[config.mk]
export PLATFORM = sky130hd
export DESIGN_NAME = calc_seq_flat
export DESIGN_NICKNAME = d
export VERILOG_FILES = /design/src/rtl/calc_seq_pkg.sv /design/src/rtl/calc_seq_if.sv /design/src/rtl/calc_seq_key_sync.sv /design/src/rtl/calc_seq.sv /design/src/flat_wrapper.sv
export SDC_FILE = /design/constraint.sdc
export NUM_CORES = 1
export LEC_CHECK = 0
export BUFFER_PORTS_ARGS = -buffer_cell sky130_fd_sc_hd__clkbuf_2
export CAP_MARGIN = 15
export CORE_MARGIN = 1
export CORE_UTILIZATION = 55
export DETAILED_ROUTE_END_ITERATION = 12
export GPL_ROUTABILITY_DRIVEN = 0
export GPL_TIMING_DRIVEN = 0
export PLACE_DENSITY = 0.84
export SLEW_MARGIN = 10
export SYNTH_ARGS = -nofsm -noshare
export SYNTH_HDL_FRONTEND = slang
export SYNTH_SLANG_ARGS = --single-unit
[constraint.sdc]
create_clock -name Clk -period 3.7 [get_ports Clk]
set_input_delay 1.11 -clock Clk [delete_from_list [all_inputs] [get_ports Clk]]
set_output_delay 1.11 -clock Clk [all_outputs]
set_load 0.01 [all_outputs]
[src/rtl/calc_seq_pkg.sv]
// Shared constants for the calculator keypad sequencer: operand sizing,
// FSM state encodings and key codes.
package calc_pkg;
    localparam int DIGITS = 2;
    localparam int W      = 4 * DIGITS;
    localparam int CNT_W  = $clog2(DIGITS + 1);

    typedef enum logic [2:0] {
        S_IDLE  = 3'd0,
        S_ENT_A = 3'd1,
        S_LD_A  = 3'd2,
        S_ENT_B = 3'd3,
        S_LD_B  = 3'd4,
        S_EXEC  = 3'd5,
        S_LD_R  = 3'd6,
        S_SHOW  = 3'd7
    } state_t;

    localparam logic [3:0] KEY_ADD     = 4'hA;
    localparam logic [3:0] KEY_SUB     = 4'hB;
    localparam logic [3:0] KEY_EQ      = 4'hF;
    localparam logic [3:0] KEY_DIG_MAX = 4'h9;
endpackage

[src/rtl/calc_seq_if.sv]
// Keypad-side inputs and datapath-side controls of the calculator sequencer.
interface calc_seq_if;
    import calc_pkg::*;

    logic         trig;
    logic [3:0]   value;
    logic [W-1:0] Operand;
    logic         LoadA;
    logic         LoadB;
    logic         LoadR;
    logic         AddSub;
    logic         SelR;
    logic         ShowR;
    logic         Busy;
    logic         Err;
    logic [2:0]   debug;

    modport master (
        output trig, value,
        input  Operand, LoadA, LoadB, LoadR, AddSub, SelR, ShowR, Busy, Err, debug
    );

    modport slave (
        input  trig, value,
        output Operand, LoadA, LoadB, LoadR, AddSub, SelR, ShowR, Busy, Err, debug
    );
endinterface

[src/rtl/calc_seq_key_sync.sv]
// Two-flop synchronizer for the raw key strobe with a rising-edge detector,
// giving exactly one press pulse per key press however long it is held.
module key_sync (
    input  logic clk,
    input  logic rst_n,
    input  logic trig,
    output logic press
);
    logic meta;
    logic sync;
    logic prev;

    always_ff @(posedge clk or negedge rst_n) begin
        if (!rst_n) begin
            meta <= 1'b0;
            sync <= 1'b0;
            prev <= 1'b0;
        end else begin
            meta <= trig;
            sync <= meta;
            prev <= sync;
        end
    end

    assign press = sync & ~prev;
endmodule

[src/rtl/calc_seq.sv]
// Entry controller for the two-function calculator: assembles hex operands,
// sequences the A/B/R register loads and supports result chaining.
module calc_seq
    import calc_pkg::*;
(
    input  logic      Clk,
    input  logic      ClrA,
    input  logic      ClrE,
    calc_seq_if.slave bus
);
    state_t         state;
    logic [W-1:0]   operand;
    logic [CNT_W-1:0] cnt;
    logic           add_sub;
    logic           err;
    logic           selr_flag;
    logic           press;
    logic           is_digit;
    logic           is_op;
    logic           is_eq;
    logic           room;
    logic [W-1:0]   shifted;

    key_sync u_key_sync (
        .clk   (Clk),
        .rst_n (ClrA),
        .trig  (bus.trig),
        .press (press)
    );

    assign is_digit = (bus.value <= KEY_DIG_MAX);
    assign is_op    = (bus.value == KEY_ADD) || (bus.value == KEY_SUB);
    assign is_eq    = (bus.value == KEY_EQ);
    assign room     = (cnt < CNT_W'(DIGITS));
    assign shifted  = {operand[W-5:0], bus.value};

    // Busy states never look at press, so keys arriving there are simply lost.
    always_ff @(posedge Clk or negedge ClrA) begin
        if (!ClrA) begin
            state     <= S_IDLE;
            operand   <= '0;
            cnt       <= '0;
            add_sub   <= 1'b0;
            err       <= 1'b0;
            selr_flag <= 1'b0;
        end else begin
            case (state)
                S_IDLE: begin
                    operand   <= '0;
                    cnt       <= '0;
                    err       <= 1'b0;
                    selr_flag <= 1'b0;
                    state     <= S_ENT_A;
                end
                S_ENT_A, S_ENT_B: begin
                    if (!ClrE) begin
                        operand <= '0;
                        cnt     <= '0;
                        err     <= 1'b0;
                    end else if (press) begin
                        if (is_digit) begin
                            if (room) begin
                                operand <= shifted;
                                cnt     <= cnt + 1'b1;
                            end else begin
                                err <= 1'b1;
                            end
                        end else if (is_op) begin
                            add_sub <= (bus.value == KEY_SUB);
                            if (state == S_ENT_A) state <= S_LD_A;
                        end else if (is_eq && state == S_ENT_B) begin
                            state <= S_LD_B;
                        end
                    end
                end
                S_LD_A: begin
                    operand <= '0;
                    cnt     <= '0;
                    state   <= S_ENT_B;
                end
                S_LD_B: state <= S_EXEC;
                S_EXEC: state <= S_LD_R;
                S_LD_R: state <= S_SHOW;
                S_SHOW: begin
                    if (press && is_digit) begin
                        operand   <= {{(W-4){1'b0}}, bus.value};
                        cnt       <= CNT_W'(1);
                        err       <= 1'b0;
                        selr_flag <= 1'b0;
                        state     <= S_ENT_A;
                    end else if (press && is_op) begin
                        // Chaining: A is reloaded from the result register, not the keypad.
                        add_sub   <= (bus.value == KEY_SUB);
                        selr_flag <= 1'b1;
                        operand   <= '0;
                        cnt       <= '0;
                        state     <= S_LD_A;
                    end
                end
                default: state <= S_IDLE;
            endcase
        end
    end

    assign bus.Operand = operand;
    assign bus.LoadA   = (state != S_LD_A);
    assign bus.LoadB   = (state != S_LD_B);
    assign bus.LoadR   = (state != S_LD_R);
    assign bus.AddSub  = add_sub;
    assign bus.SelR    = (state == S_LD_A) && selr_flag;
    assign bus.ShowR   = (state == S_SHOW);
    assign bus.Busy    = (state == S_LD_A) || (state == S_LD_B) ||
                         (state == S_EXEC) || (state == S_LD_R);
    assign bus.Err     = err;
    assign bus.debug   = state;
endmodule

[src/flat_wrapper.sv]
// flat-port wrapper written by rule: the top's interface ports become plain ports
module calc_seq_flat import calc_pkg::*;
  (Clk, ClrA, ClrE, bus_trig, bus_value, bus_Operand, bus_LoadA, bus_LoadB, bus_LoadR, bus_AddSub, bus_SelR, bus_ShowR, bus_Busy, bus_Err, bus_debug);
  calc_seq_if bus_i ();
  input  logic Clk;
  input  logic ClrA;
  input  logic ClrE;
  input wire logic [$bits(bus_i.trig)-1:0] bus_trig;
  input wire logic [$bits(bus_i.value)-1:0] bus_value;
  output wire logic [$bits(bus_i.Operand)-1:0] bus_Operand;
  output wire logic [$bits(bus_i.LoadA)-1:0] bus_LoadA;
  output wire logic [$bits(bus_i.LoadB)-1:0] bus_LoadB;
  output wire logic [$bits(bus_i.LoadR)-1:0] bus_LoadR;
  output wire logic [$bits(bus_i.AddSub)-1:0] bus_AddSub;
  output wire logic [$bits(bus_i.SelR)-1:0] bus_SelR;
  output wire logic [$bits(bus_i.ShowR)-1:0] bus_ShowR;
  output wire logic [$bits(bus_i.Busy)-1:0] bus_Busy;
  output wire logic [$bits(bus_i.Err)-1:0] bus_Err;
  output wire logic [$bits(bus_i.debug)-1:0] bus_debug;
  assign bus_i.trig = bus_trig;
  assign bus_i.value = bus_value;
  assign bus_Operand = bus_i.Operand;
  assign bus_LoadA = bus_i.LoadA;
  assign bus_LoadB = bus_i.LoadB;
  assign bus_LoadR = bus_i.LoadR;
  assign bus_AddSub = bus_i.AddSub;
  assign bus_SelR = bus_i.SelR;
  assign bus_ShowR = bus_i.ShowR;
  assign bus_Busy = bus_i.Busy;
  assign bus_Err = bus_i.Err;
  assign bus_debug = bus_i.debug;
  calc_seq u_core (.Clk(Clk), .ClrA(ClrA), .ClrE(ClrE), .bus(bus_i));
endmodule
### After elaboration in Yosys (flattened, before gate mapping)

Cells that the tools add are included.

* mux-type cells: 39
* bitwise gates (word level): 2
* equal/unequal tests: 27
* order comparisons: 2
* reduce and logical (&&, ||, !) cells: 20
* add/sub/neg operators: 1

Operators by type and width (number)
* $mux W8: 6
* $mux W3: 8
* $pmux W8 S3: 1
* $pmux W3 S7: 1
* $mux W1: 13
* $eq A3 B3 Y1 const B: 4
* $eq A4 B4 Y1 const B: 3
* $mux W2: 6
* $ne A3 B2 Y1 const B: 4
* $ne A3 B3 Y1 const B: 4
* $reduce_and A5 Y1: 2
* $ne A2 B1 Y1 const B: 4
* $reduce_and A7 Y1: 1
* $eq A3 B2 Y1 const B: 2
* $ne A2 B2 Y1 const B: 3
* $ne A3 B1 Y1 const B: 2
* $pmux W2 S3: 1
* $reduce_and A6 Y1: 1
* $reduce_bool A3 Y1: 2
* $le A4 B4 Y1 const B: 1
* $logic_and A1 B1 Y1: 4
* $logic_or A1 B1 Y1: 4
* $pmux W1 S2: 2
* $reduce_bool A2 Y1: 2
* 9 further kinds: 10

* input bits: 8
* bits in registers: 19

### Logic depth before layout (Yosys ltp)

* word-level depth: 8
* depth in mapped cells: 7
* mapped depth without buffers: 5

### By module

From an unflattened synthesis, not the netlist that was laid out.

* cell total of the unflattened synthesis: 100
* area total of the unflattened synthesis: 1073.5 um^2

Modules (own cells, without submodules)
* calc_seq: area an instance 984.7 um^2, cells an instance 96, times used 1, seq. area each 400.4 um^2
* key_sync: area an instance 88.8 um^2, cells an instance 4, times used 1, seq. area each 75.1 um^2

### Worst setup path before layout

Ideal clock, no wire load.

* kind: flip-flop to output port
* start: reg u_core.state[0], in the netlist u_core.bus.debug[0]
* end: out bus_SelR
* path slack: 1.211 ns
* data required time: 2.590 ns
* arrival time: 1.379 ns
* stages on the path, launching flop included: 5
* path buffers: 2
* cells stage by stage: dfrtp_1 -> clkbuf_2 -> clkbuf_1 -> or3_1 -> nor2_1

* word-level cells in the longest chain between the ends: 2

RTL lines
* start: declaration: RTL line calc_seq.sv:11 `state_t state;`
* start signal: assignment: RTL line calc_seq.sv:40 `state <= S_IDLE;`
* start signal: assignment: RTL line calc_seq.sv:53 `state <= S_ENT_A;`
* start signal: assignment: RTL line calc_seq.sv:70 `if (state == S_ENT_A) state <= S_LD_A;`
* $eq A3 B2 Y1: RTL line calc_seq.sv:110 `assign bus.SelR = (state == S_LD_A) && selr_flag;`
* $logic_and A1 B1 Y1: RTL line calc_seq.sv:110
* end: declaration: RTL line flat_wrapper.sv:15 `output wire logic [$bits(bus_i.SelR)-1:0] bus_SelR;`

No other way between the ends.

### Worst setup path after layout

Ends and elaborated chain as after synthesis.

==> key figures <==
Layout
  • Inserted Diodes: 0
  • Filler cells: 151
  • Area occupied by multi-input gates: around 530 µm²
  • Nets@finish: 140
  • Commonest non-fill, non-tap cells in the layout: 27 x clkbuf_2, 19 x dfrtp_1, 8 x inv_1
  • Final Util: 70.9%
  • Post-route design area: 0.00126 mm²
  • Commonest non-fill, non-tap cell in the layout: clkbuf_2
  • Layout area overhead: 17.6%
  • Reg area: 475 µm²
  • Share of layout cells above drive strength 1: between 30% and 40%

Placement
  • Port Buffers: 26
  • Place WS: 1.17 ns
  • Post-DP Area: 0.00124 mm²
  • HPWL after DPL: approximately 1600 µm

Critical path
  • Buf/Inv on CP: 3
  • Worst-path fanout max: 10
  • CP arrival: between 1.5 and 2 ns
  • Crit-path cells: clkbuf_2 > clkbuf_1 > or3_1 > nor2_1 > clkbuf_2
  • Worst path slowest cell: or3_1
  • CP peak stage delay: 0.42 ns
  • Critical path type: register to output port
  • Crit path top cell by count: clkbuf_2
  • Critical Path End Type: output port
  • Startpoint Class: register
  • Worst EP required: ~2.6 ns
  • Delay-heaviest family, CP: buffers and inverters

Timing
  • RSZ-0062 raised after global routing: false
  • Setup tns final: 0 ns
  • Fin. max-slew vios: 0
  • Final WS setup: approximately 0.82 ns
  • Slew at the pin with the worst max-slew slack: 0.623 ns
  • Final period utilization: between 70 and 80%
  • Endpoints failing hold: 0
  • Post-route clock skew: 0.00302 ns
  • Relative slew slack: 58.0%
  • Period minus WS final: around 2.9 ns
  • Final setup viols: 0
  • Maximum clock frequency: approximately 350 MHz

Pwr
  • Peak VDD IR: 0.351 mV
  • Switching Fraction: 36.5%
  • Lkg Pwr: 0.605 nW
  • Power per Cell Area: 525 mW/mm²
  • Sequential Power Share: 43.2%
  • NetSw: 242 µW
  • Clk pwr share: ~16%
  • Final Total Pwr: 664 µW
  • Internal power: 421 µW
  • Comb power frac: 40.7%

Min path
  • HP Class: register to register

CTS
  • CTS Buffer Depth: 2
  • CTS tree: built
  • Hold-fix buffers, CTS: 0
  • Post-cts sizing count: 0
  • Post-CTS setup buffer count: 0
  • CTS Sinks: 19
  • Clk pin slew, worst setup/hold paths: approximately 0.11 ns
  • H-tree depth: 1
  • CTS buffer count: 3
  • CTS Root Cell: clkbuf_4
  • Worst-Skew Late Latency: 0.30 ns

Drt
  • Detailed Route WL: 2220 µm
  • DR vias: 881
  • Iteration-0 DRC Markers: 11
  • Routed len/inst: 14.3 µm
  • Pre-antenna DRT Iters: 4
  • DRC Markers: 0
  • Vias per Instance: around 5.6
  • Antenna Nets Post-Route: 0

Status
  • Status: complete, no violations

Synth
  • Ys flop type: dfrtp_1
  • Seq/Total Area, Yosys: 44.2%
  • Ys async rst share: 100%
  • Yosys warns: 0
  • Yosys cell types: 42
  • Synthesized cell area: 0.00107 mm²
  • Yosys reg bits: 19
  • Syn Inst Count: 101
  • Syn Area/Cell: 10.6 µm²
  • Number of synthesized flops with an enable pin: 0
  • Syn nets: ~110

Floorplanning
  • Initial Util: 60.3%
  • Die X: around 46 µm
  • Std-Cell Rows: 15
  • Io pins: 27
  • Core ar.: approximately 0.0018 mm²
  • Total die area: 0.00213 mm²
  • Die Y: 46.2 µm

GRT
  • Vias in the first global route: 859
  • Global route total overflow: 0
  • Largest net degree at the start of global routing: 20
  • Initial antenna violation count: 0
  • First-pass GRT wire length: 3720 µm
  • Gr usage total: 24.7%

Job
  • Max-cap violations: 0
layout make-up:
class	count	share of cell area, %
multi-input cells	68	41.9
plain buffers	5	2.87
clock buffers	3	1.78
clock inverters	1	0.396
well taps	25	2.48
flip-flops and latches	19	37.6
repair buffers	26	10.3
inverters	9	2.67
state kept, by name, summed over array words and instances (netlist names):
register                flops
u_core.u_key_sync.meta      1
u_core.bus.Err              1
u_core.selr_flag            1
u_core.u_key_sync.sync      1
u_core.bus.Operand          8
u_core.u_key_sync.prev      1
u_core.bus.AddSub           1
u_core.bus.debug            3
u_core.cnt                  2
worst reg2reg max path, stage by stage, from the launching register on:
cell	delay, ns
dfrtp_1	0.39
clkbuf_2	0.19
o21ai_0	0.54
nor2_1	0.21
o21ai_0	0.23
mux2i_1	0.10
power groups by stage:
stage	clock [mW]	combinational [mW]	sequential (mW)
2_1_floorplan	0	0.172	0.303
3_3_place_gp	0	0.262	0.288
6_report	0.107	0.270	0.286
3_5_place_dp	0	0.269	0.291
4_1_cts	0.111	0.271	0.287
5_1_grt	0.116	0.295	0.293
cell families (layout without fill, tap and decap cells):
logic type	count (synthesis)	after routing	synth area share, %
AND/OR/NAND/NOR	30	30	19.2
AO/OA/AOI/OAI	26	26	18.4
flip-flops	19	19	44.2
buffers and inverters	14	44	6.52
multiplexers	11	11	10.8
XOR/XNOR	1	1	0.815
per-layer routing:
metal / up-vias / share of wire (%) / GRT usage (%)
li1: 428 / - / -
met1: 426 / 47 / 29.6
met2: 23 / 48 / 44.2
met3: 4 / 3.2 / 2.35
met4: 0 / 1.7 / 10.6
met5: - / 0 / 0
stage by stage:
step | hold WS (ns) | instances
after floorplan | 0.331 | 101
after global placement | 0.337 | 152
after detailed placement | 0.344 | 152
after CTS | 0.370 | 156
after global routing | 0.381 | 156
final | 0.364 | 156
synth_stat cells, types with 2 or more instances:
cell type | n | area, µm²
dfrtp_1 | 19 | 475
inv_1 | 8 | 30.0
a21oi_1 | 7 | 35.0
mux2i_1 | 6 | 60.1
mux2_2 | 5 | 56.3
o21ai_0 | 5 | 25.0
nor2_1 | 4 | 15.0
nor3_1 | 4 | 20.0
buf_6 | 2 | 22.5
nand2_1 | 2 | 7.51
nand2b_1 | 2 | 12.5
nand3_1 | 2 | 10.0
o2111ai_1 | 2 | 17.5
o211ai_1 | 2 | 15.0
or2_2 | 2 | 12.5
or3_1 | 2 | 12.5
or3b_2 | 2 | 17.5
final timing paths:
check / startpoint / end / slack, ns / cells past startpoint
worst max-delay path: u_core.bus.debug[0] / bus_SelR / 0.82 / 5
worst min-delay path: u_core.u_key_sync.meta / u_core.u_key_sync.sync / 0.36 / 0
worst max register to register: u_core.bus.debug[0] / u_core.bus.Operand[3] / 1.93 / 5
worst min register to register: u_core.u_key_sync.meta / u_core.u_key_sync.sync / 0.36 / 0
max in group asynchronous: ClrA / u_core.bus.Operand[3] / 2.65 / 1
min in group asynchronous: ClrA / u_core.bus.debug[2] / 0.73 / 1
Note: power is estimated with default switching activity, not from simulation.
